**src/rtl/psum_accumulator.sv**
```systemverilog
// -----------------------------------------------------------------------------
// psum_accumulator
//
// Partial-sum stage that sits behind each PE multiplier. It sums one
// dot-product group, delimited by in_last, either as saturating signed
// integers or as fp16 values, and holds the result on a valid/ready port
// toward the array drain until it is taken.
//
// Parameters:
//   ACC_W  int-mode accumulator width (>= 17)
//   CNT_W  beat counter width (saturating)
//
// Ports:
//   clk, rst          clock, asynchronous active-high reset
//   mode              1 = fp16, 0 = int; latched on the first beat of a group
//   in_valid/in_ready product beat handshake
//   in_data           int16 two's complement or fp16 product
//   in_error          multiplier fp overflow/underflow flag for this beat
//   in_last           final beat of the group
//   out_valid/out_ready result handshake
//   out_data          int: signed sum; fp: {zeros, fp16 sum}
//   out_error         sticky error for the group
//   out_count         number of accepted beats in the group, saturating
// -----------------------------------------------------------------------------
module psum_accumulator #(
    parameter int ACC_W = 32,
    parameter int CNT_W = 8
) (
    input  logic             clk,
    input  logic             rst,
    input  logic             mode,
    input  logic             in_valid,
    output logic             in_ready,
    input  logic [15:0]      in_data,
    input  logic             in_error,
    input  logic             in_last,
    output logic             out_valid,
    input  logic             out_ready,
    output logic [ACC_W-1:0] out_data,
    output logic             out_error,
    output logic [CNT_W-1:0] out_count
);

    typedef enum logic [1:0] {
        IDLE,
        ACCUM,
        HOLD
    } state_t;

    localparam logic [ACC_W-1:0] INT_MAX = {1'b0, {(ACC_W-1){1'b1}}};
    localparam logic [ACC_W-1:0] INT_MIN = {1'b1, {(ACC_W-1){1'b0}}};

    state_t           state_q, state_d;
    logic [ACC_W-1:0] acc_q, acc_d;
    logic [CNT_W-1:0] count_q, count_d;
    logic             err_q, err_d;
    logic             fpMode_q, fpMode_d;

    logic             accept;
    logic             beatMode;
    logic [ACC_W-1:0] base;

    // Integer datapath
    logic [ACC_W-1:0] beatExt;
    logic [ACC_W:0]   intWide;
    logic             intOvf;
    logic [ACC_W-1:0] intSum;

    // fp16 datapath
    logic [15:0]       fpA;
    logic [4:0]        aExp, bExp;
    logic [10:0]       aMag, bMag;
    logic              aInf, bInf;
    logic              aIsBig;
    logic              bigSign, smlSign;
    logic [4:0]        bigExp, smlExp, expDiff;
    logic [10:0]       bigMag, smlMag, smlAligned;
    logic [11:0]       rawSum;
    logic [3:0]        leadPos, shiftAmt;
    logic [9:0]        normMant;
    logic signed [6:0] expNorm;
    logic [15:0]       fpSum;
    logic              fpOvf;

    logic [ACC_W-1:0] newAcc;
    logic             newOvf;

    assign in_ready  = (state_q != HOLD);
    assign out_valid = (state_q == HOLD);
    assign out_data  = acc_q;
    assign out_error = err_q;
    assign out_count = count_q;

    assign accept   = in_valid && in_ready;
    // The first beat of a group takes the live mode pin; later beats use the latched one.
    assign beatMode = (state_q == IDLE) ? mode : fpMode_q;
    // IDLE always starts a fresh group from zero.
    assign base     = (state_q == IDLE) ? '0 : acc_q;

    // Saturating signed add of the sign-extended beat.
    always_comb begin
        beatExt = {{(ACC_W-16){in_data[15]}}, in_data};
        intWide = {base[ACC_W-1], base} + {beatExt[ACC_W-1], beatExt};
        intOvf  = intWide[ACC_W] ^ intWide[ACC_W-1];
        if (!intOvf) begin
            intSum = intWide[ACC_W-1:0];
        end else if (intWide[ACC_W]) begin
            intSum = INT_MIN;
        end else begin
            intSum = INT_MAX;
        end
    end

    // Single-cycle fp16 add: flush zero/subnormal, align the smaller operand
    // by truncating right shift, add/subtract magnitudes, renormalise, truncate.
    always_comb begin
        fpA  = base[15:0];
        aExp = fpA[14:10];
        bExp = in_data[14:10];
        aInf = (aExp == 5'h1F);
        bInf = (bExp == 5'h1F);
        aMag = (aExp == 5'd0) ? 11'd0 : {1'b1, fpA[9:0]};
        bMag = (bExp == 5'd0) ? 11'd0 : {1'b1, in_data[9:0]};

        aIsBig = ({aExp, aMag} >= {bExp, bMag});
        if (aIsBig) begin
            bigSign = fpA[15];    bigExp = aExp; bigMag = aMag;
            smlSign = in_data[15]; smlExp = bExp; smlMag = bMag;
        end else begin
            bigSign = in_data[15]; bigExp = bExp; bigMag = bMag;
            smlSign = fpA[15];    smlExp = aExp; smlMag = aMag;
        end

        expDiff    = bigExp - smlExp;
        smlAligned = (expDiff >= 5'd12) ? 11'd0 : (smlMag >> expDiff);

        if (bigSign == smlSign) begin
            rawSum = {1'b0, bigMag} + {1'b0, smlAligned};
        end else begin
            rawSum = {1'b0, bigMag} - {1'b0, smlAligned};
        end

        leadPos = 4'd0;
        for (int i = 0; i < 11; i++) begin
            if (rawSum[i]) begin
                leadPos = 4'(i);
            end
        end
        shiftAmt = 4'd10 - leadPos;

        if (rawSum[11]) begin
            normMant = rawSum[10:1];
            expNorm  = $signed({2'b00, bigExp}) + 7'sd1;
        end else begin
            normMant = 10'(rawSum[10:0] << shiftAmt);
            expNorm  = $signed({2'b00, bigExp}) - $signed({3'b000, shiftAmt});
        end

        fpSum = 16'h0000;
        fpOvf = 1'b0;
        if (aInf) begin
            // The accumulator already holds an inf, so it was seen first.
            fpSum = {fpA[15], 5'h1F, 10'h000};
            fpOvf = 1'b1;
        end else if (bInf) begin
            fpSum = {in_data[15], 5'h1F, 10'h000};
            fpOvf = 1'b1;
        end else if (rawSum == 12'd0) begin
            fpSum = 16'h0000;
        end else if (expNorm >= 7'sd31) begin
            fpSum = {bigSign, 5'h1F, 10'h000};
            fpOvf = 1'b1;
        end else if (expNorm <= 7'sd0) begin
            fpSum = 16'h0000;
        end else begin
            fpSum = {bigSign, expNorm[4:0], normMant};
        end

        if (beatMode) begin
            newAcc = {{(ACC_W-16){1'b0}}, fpSum};
            newOvf = fpOvf;
        end else begin
            newAcc = intSum;
            newOvf = intOvf;
        end
    end

    // Group FSM: next state and next values of accumulator, count, error, mode.
    always_comb begin
        state_d  = state_q;
        acc_d    = acc_q;
        count_d  = count_q;
        err_d    = err_q;
        fpMode_d = fpMode_q;
        case (state_q)
            IDLE: begin
                if (accept) begin
                    fpMode_d = mode;
                    acc_d    = newAcc;
                    count_d  = CNT_W'(1);
                    err_d    = in_error | newOvf;
                    state_d  = in_last ? HOLD : ACCUM;
                end
            end
            ACCUM: begin
                if (accept) begin
                    acc_d   = newAcc;
                    count_d = (count_q == '1) ? count_q : count_q + CNT_W'(1);
                    err_d   = err_q | in_error | newOvf;
                    if (in_last) begin
                        state_d = HOLD;
                    end
                end
            end
            HOLD: begin
                if (out_ready) begin
                    acc_d   = '0;
                    count_d = '0;
                    err_d   = 1'b0;
                    state_d = IDLE;
                end
            end
            default: begin
                state_d = IDLE;
            end
        endcase
    end

    // State registers; reset discards any partial group immediately.
    always_ff @(posedge clk or posedge rst) begin
        if (rst) begin
            state_q  <= IDLE;
            acc_q    <= '0;
            count_q  <= '0;
            err_q    <= 1'b0;
            fpMode_q <= 1'b0;
        end else begin
            state_q  <= state_d;
            acc_q    <= acc_d;
            count_q  <= count_d;
            err_q    <= err_d;
            fpMode_q <= fpMode_d;
        end
    end

endmodule

```
**config.mk**
```make
export PLATFORM = sky130hd
export DESIGN_NAME = psum_accumulator
export DESIGN_NICKNAME = d
export VERILOG_FILES = /design/src/rtl/psum_accumulator.sv
export SDC_FILE = /design/constraint.sdc
export NUM_CORES = 1
export LEC_CHECK = 0
export ABC_CLOCK_PERIOD_IN_PS = 9800
export CAP_MARGIN = 30
export CORE_ASPECT_RATIO = 1.5
export CORE_MARGIN = 2
export CORE_UTILIZATION = 50
export CTS_CLUSTER_SIZE = 10
export DETAILED_ROUTE_END_ITERATION = 12
export PLACE_DENSITY = 0.71
export SKIP_CTS_REPAIR_TIMING = 1
export SLEW_MARGIN = 10
export SYNTH_ARGS = -nofsm -noshare
export SYNTH_HDL_FRONTEND = slang
export SYNTH_SLANG_ARGS = --single-unit
export TNS_END_PERCENT = 5
```
**constraint.sdc**
```tcl
create_clock -name clk -period 9.8 [get_ports clk]
set_clock_uncertainty 0.1 [all_clocks]
set_input_delay 1.96 -clock clk [delete_from_list [all_inputs] [get_ports clk]]
set_output_delay 1.96 -clock clk [all_outputs]
set_load 0.01 [all_outputs]
```
# Word level (Yosys, flattened, before mapping)
# Index checks and enable logic that the tools add are counted.
[word_totals]
reg_bits = 44
[op_classes]
n_addsub = 8
n_lt_le_gt_ge = 4
n_eq_ne = 13
n_shift = 2
mux = 55
bitwise = 4
reduce_logical = 13
[op_table]
columns = ["cell", "n"]
rows = [
  ["32-bit two-way mux", 6],
  ["16-bit two-way mux", 5],
  ["32-bit case mux with 2 select lines", 1],
  ["11-bit two-way mux", 5],
  ["4-bit two-way mux", 9],
  ["32-bit by 16-bit adder with 33-bit output", 1],
  ["8-bit two-way mux", 4],
  ["8-bit case mux with 3 select lines", 1],
  ["16-bit >= comparator", 1],
  ["11-bit by 11-bit adder with 12-bit output", 1],
  ["12-bit zero test", 1],
  ["1-bit two-way mux", 12],
  ["12-bit two-way mux", 1],
  ["11-bit by 11-bit subtractor with 12-bit output", 1],
  ["11-bit by 4-bit left shift with 10-bit output", 1],
  ["11-bit by 5-bit >> shifter with 11-bit output", 1],
  ["5-bit == test, second input constant", 2],
  ["5-bit zero test", 2],
  ["10-bit two-way mux", 1],
  ["2-bit two-way mux", 5],
  ["5-bit two-way mux", 2],
  ["2-bit inequality test, second input constant", 5],
  ["8-bit by 1-bit adder with 8-bit output, second input constant", 1],
  ["8-bit == test, second input constant", 1],
  ["other kinds (25)", 29],
]

# Longest topological paths before layout
[depth]
ltp_word = 33
mapped_depth = 50
mapped_depth_nobuf = 46

# Worst setup path before layout
# No wires, ideal clock.
[synth_path]
kind = "input to register"
from = "input port in_data[10]"
to = "register acc_q[0] (netlist: out_data[0])"
setup_ns = 0.101
arrival_time_ns = 11.338
required_time_ns = 9.599
setup_slack_ns = -1.738
path_stages = 45
path_cell_list = "nor3_1 nand3_1 clkbuf_1 nand2_1 inv_1 ha_1 nand2b_1 a2111oi_2 o31a_1 nand4_1 and2_1 ha_1 o31a_2 nor2_8 mux2_2 a21oi_1 mux2_2 and2_1 [9 not listed] a21oi_1 xnor2_1 o21ai_1 clkbuf_1 inv_1 ha_1 xnor2_1 clkbuf_1 ha_1 xor2_1 or3b_2 o21ai_0 maj3_1 a211oi_1 nor2b_1 mux2_4 nand2_4 o311ai_2"
[synth_between]
elab_chain_len = 31
elab_cells_between_ends = 49
classes_between = "add/sub: 7; order compare: 4; eq/ne: 2; shift: 2; mux: 31; bitwise: 1; reduce/logical: 2"
[synth_rtl]
columns = ["element", "line", "source"]
rows = [
  ["start, declared", "34", "input logic [15:0] in_data,"],
  ["5-bit zero test", "123", "bMag = (bExp == 5'd0) ? 11'd0 : {1'b1, in_data[9:0]};"],
  ["11-bit two-way mux", "123", ""],
  ["16-bit >= comparator", "125", "aIsBig = ({aExp, aMag} >= {bExp, bMag});"],
  ["5-bit two-way mux", "126", "if (aIsBig) begin"],
  ["5-bit subtractor", "134", "expDiff = bigExp - smlExp;"],
  ["5-bit by 4-bit >= comparator with 1-bit output / 11-bit by 5-bit >> shifter with 11-bit output (equally long branches)", "135", "smlAligned = (expDiff >= 5'd12) ? 11'd0 : (smlMag >> expDiff);"],
  ["11-bit two-way mux", "135", ""],
  ["11-bit by 11-bit subtractor with 12-bit output / 11-bit by 11-bit adder with 12-bit output (equally long branches)", "140, 138", ""],
  ["[15 not listed]", "--", ""],
  ["16-bit two-way mux", "173", "end else if (expNorm <= 7'sd0) begin"],
  ["16-bit two-way mux", "170", "end else if (expNorm >= 7'sd31) begin"],
  ["16-bit two-way mux", "168", "end else if (rawSum == 12'd0) begin"],
  ["16-bit two-way mux", "165", "end else if (bInf) begin"],
  ["16-bit two-way mux", "161", "if (aInf) begin"],
  ["32-bit two-way mux *", "179", "if (beatMode) begin"],
  ["32-bit two-way mux *", "197, 206", ""],
  ["32-bit case mux with 2 select lines *", "195", "case (state_q)"],
  ["end signal, assigned", "233", "acc_q <= '0;"],
  ["end signal, assigned", "239", "acc_q <= acc_d;"],
  ["end, declared", "54", "logic [ACC_W-1:0] acc_q, acc_d;"],
]
# Mark *: on every way between the ends. The rest lies on a longest branch, timed or not. The select of a mux whose other input is x is not followed.
# A chain may end at the register's enable or synchronous reset.

# Final worst setup path
[layout_path]
from = "input port in_data[10]"
to = "register acc_q[2] (netlist: out_data[2])"
# The elaborated chain is that of the path after synthesis.

==> results.txt <==
nets@finish - 1314
mapped cell area - 7450 sq um
post-synth cell types - 87
Critical Path Fanout Max - 8
endpoint type of the worst setup path - register
RSZ-0062 raised after global routing - true
CP top delay family - compound AO/OA/AOI/OAI gates
Min-Delay Path Depth - 2
CTS tree - yes
DRT antenna net count - 0
Slew HR - 0.328
launch point of the worst hold path - out_data[29]$_DFFE_PP0P_
layout cells sized above 1 - 0.253
number of buffers created by CTS - 5
Place WS - -1.03 ns
met1 WL - 9480 microns
crit path DAT - 10.11 ns
r2r setup slk - 0.70 ns
f_max - 99.8 MHz
worst r2r path cells - 45
WP data required - 9.89 ns
Pre-antenna DRT Iters - 6
cells after synthesis - 1005
Worst Hold End - out_data[29]$_DFFE_PP0P_
vias - 8449
Final HPWL DP - 20100 microns
Iter 0 DRT Violations - 365
flops & latches, synth - 44
routed vias/inst - 5.98
first-pass GRT wire length - 40200 microns
largest net degree at the start of global routing - 45
Setup TNS Final - -2.65 ns
H-tree level count - 2
fraction of registers with async set/reset - 1.00
clk slew on worst S/H paths - 0.07 ns
sequential area share after synthesis - 0.148
worst slew pin tran - 0.997 ns
GRT Total Usage - 0.306
R2R Path End - out_data[2]$_DFFE_PP0P_
crit path buf inv count - 8
final setup vio count - 17
Period minus WS final - 10.02 ns
Final Hold Fails - 0
status - finished with violations
Die W - 104 microns
met2 wire length - 13300 microns
violated checks - negative setup slack
GP Congestion - 0.976
Hold Crit Class - register to register
vias in the first global route - 8465
PnR worst setup slack - -0.221 ns
period utilization - 1.02
Avg Cell Area, Syn - 7.41 sq um
Die Y - 153 microns
Synth Net Count - 1104
CP dominant cell by count - ha_4
Max-Cap Viols - 0
clock network latency to the later pin of the worst-skew pair - 0.30 ns
Cell Area, Placed - 9730 sq um
initial core utilization - 0.513
core footprint - 14500 sq um
Layout area overhead - 37.9%
Max Used Layer - met4
CTS max path bufs - 2
CTS Root Cell - clkbuf_16
WL/cell - 17.7 microns
post-route cell area - 10300 sq um
fin. max-slew vios - 0
Yosys Warn Count - 0
CP startpoint kind - input port
ys flop type - dfrtp_1
Max stage delay on crit path - 0.41 ns
Remaining Overflow, GRT - 0
Die ar. - 15900 sq um
Post-synth EDFFs - 0
I/O Buffers - 65
Diodes inserted - 0
Top Ports - 66
crit path kind - input port to register
Routed met3 length - 816 microns
Post-route DRC - 0
cell row count - 54
slowest CP cell - a2111oi_4
Sink Count - 44
initial antenna violation count - 0
CP startpoint - in_data[10]
Worst R2R Start - state_q[0]$_DFFE_PP0P_
final WL - 25100 microns
## cell usage in the layout (no fill, tap or decap), types with 12 or more instances in the layout
| cell type | count |
|---|---|
| ha_1 | 64 |
| nand2_1 | 113 |
| mux2i_1 | 24 |
| inv_1 | 56 |
| xnor2_1 | 28 |
| o21bai_1 | 12 |
| nor2b_1 | 37 |
| a21oi_1 | 64 |
| o21ai_0 | 83 |
| nor2_1 | 79 |
| nor3_1 | 27 |
| nand3_1 | 20 |
| dfrtp_1 | 44 |
| a21o_1 | 22 |
| buf_4 | 166 |
| o21ai_1 | 13 |
| clkdlybuf4s50_1 | 60 |
## registers in the layout, indices dropped and copies added, names as in the netlist
| name | flops |
|---|---|
| out_data | 32 |
| out_count | 8 |
| state_q | 2 |
| fpMode_q | 1 |
| out_error | 1 |
## how the worst max path moves through the flow
stage                     cells after the start  slack (ns)                       to
final                                        47       -0.22  out_data[2]$_DFFE_PP0P_
after CTS                                    43       -0.74  out_data[2]$_DFFE_PP0P_
after global placement                       43       -0.85  out_data[2]$_DFFE_PP0P_
after detailed placement                     43       -1.03  out_data[2]$_DFFE_PP0P_
after floorplan                              44       -0.14  out_data[2]$_DFFE_PP0P_
after global routing                         47       -0.52  out_data[2]$_DFFE_PP0P_
## logic make-up after synthesis
family,after synthesis,share of synthesized area
DFF,44,0.148
AOI/OAI and AO/OA,321,0.291
buffers and inverters,103,0.0563
muxes,44,0.0754
adders and majority gates,78,0.133
and+or+nand+nor,370,0.242
xor gates and xnor gates,45,0.0539
## synth_stat cells (8+ instances only)
cell,instances,area (sq um)
mux2_2,9,101
a21oi_1,67,335
ha_1,73,913
xor2_1,10,87.6
o21ai_1,11,55.1
and3_1,12,75.1
mux4_2,8,180
o31ai_1,12,90.1
inv_1,64,240
and2_1,10,62.6
o21ai_0,88,440
a31oi_1,12,75.1
nor2_1,83,312
or3_1,8,50.1
a21o_1,22,165
dfrtp_1,44,1100
nand3_1,21,105
xnor2_1,34,298
nand4_1,11,68.8
o21bai_1,13,97.6
a211oi_1,11,82.6
nor3_1,33,165
nand2_1,121,454
clkbuf_1,30,113
nor2b_1,39,244
mux2i_1,25,250
## layer usage
layer,up-vias,GRT usage
li1,4088,-
met1,4013,0.328
met2,255,0.591
met3,93,0.0188
met4,0,0.169
met5,-,0
## worst register-to-register path, delay by kind of cell (launching register included)
family	cells	cell delay [ns]
flip-flops	1	0.40
AND/OR/NAND/NOR	8	1.35
AO/OA/AOI/OAI	16	3.00
XOR/XNOR	2	0.31
buffers and inverters	9	1.23
multiplexers	3	0.81
adder cells (fa/ha/maj)	7	1.79
## layout make-up
| cell class | instances | area [sq um] |
|---|---|---|
| fillers | 1175 | 4260 |
| multi-input cells | 858 | 6470 |
| flip-flops and latches | 44 | 1100 |
| repair buffers | 241 | 2030 |
| clock inverters | 3 | 46.3 |
| inverters | 65 | 246 |
| clock buffers | 5 | 125 |
| well taps | 196 | 245 |
## metrics by stage
| step | hold WS (ns) | util | instances |
|---|---|---|---|
| floorplan | 0.397 | - | 1005 |
| global placement | 0.376 | 0.668 | 1388 |
| detailed placement | 0.389 | 0.670 | 1391 |
| finish | 0.395 | 0.707 | 1412 |
| CTS | 0.403 | 0.682 | 1399 |
| global route | 0.428 | 0.707 | 1412 |
Power is left out: the tool's default activity adds up to more than one toggle a clock period on the data nets, which glitch-free logic cannot reach.
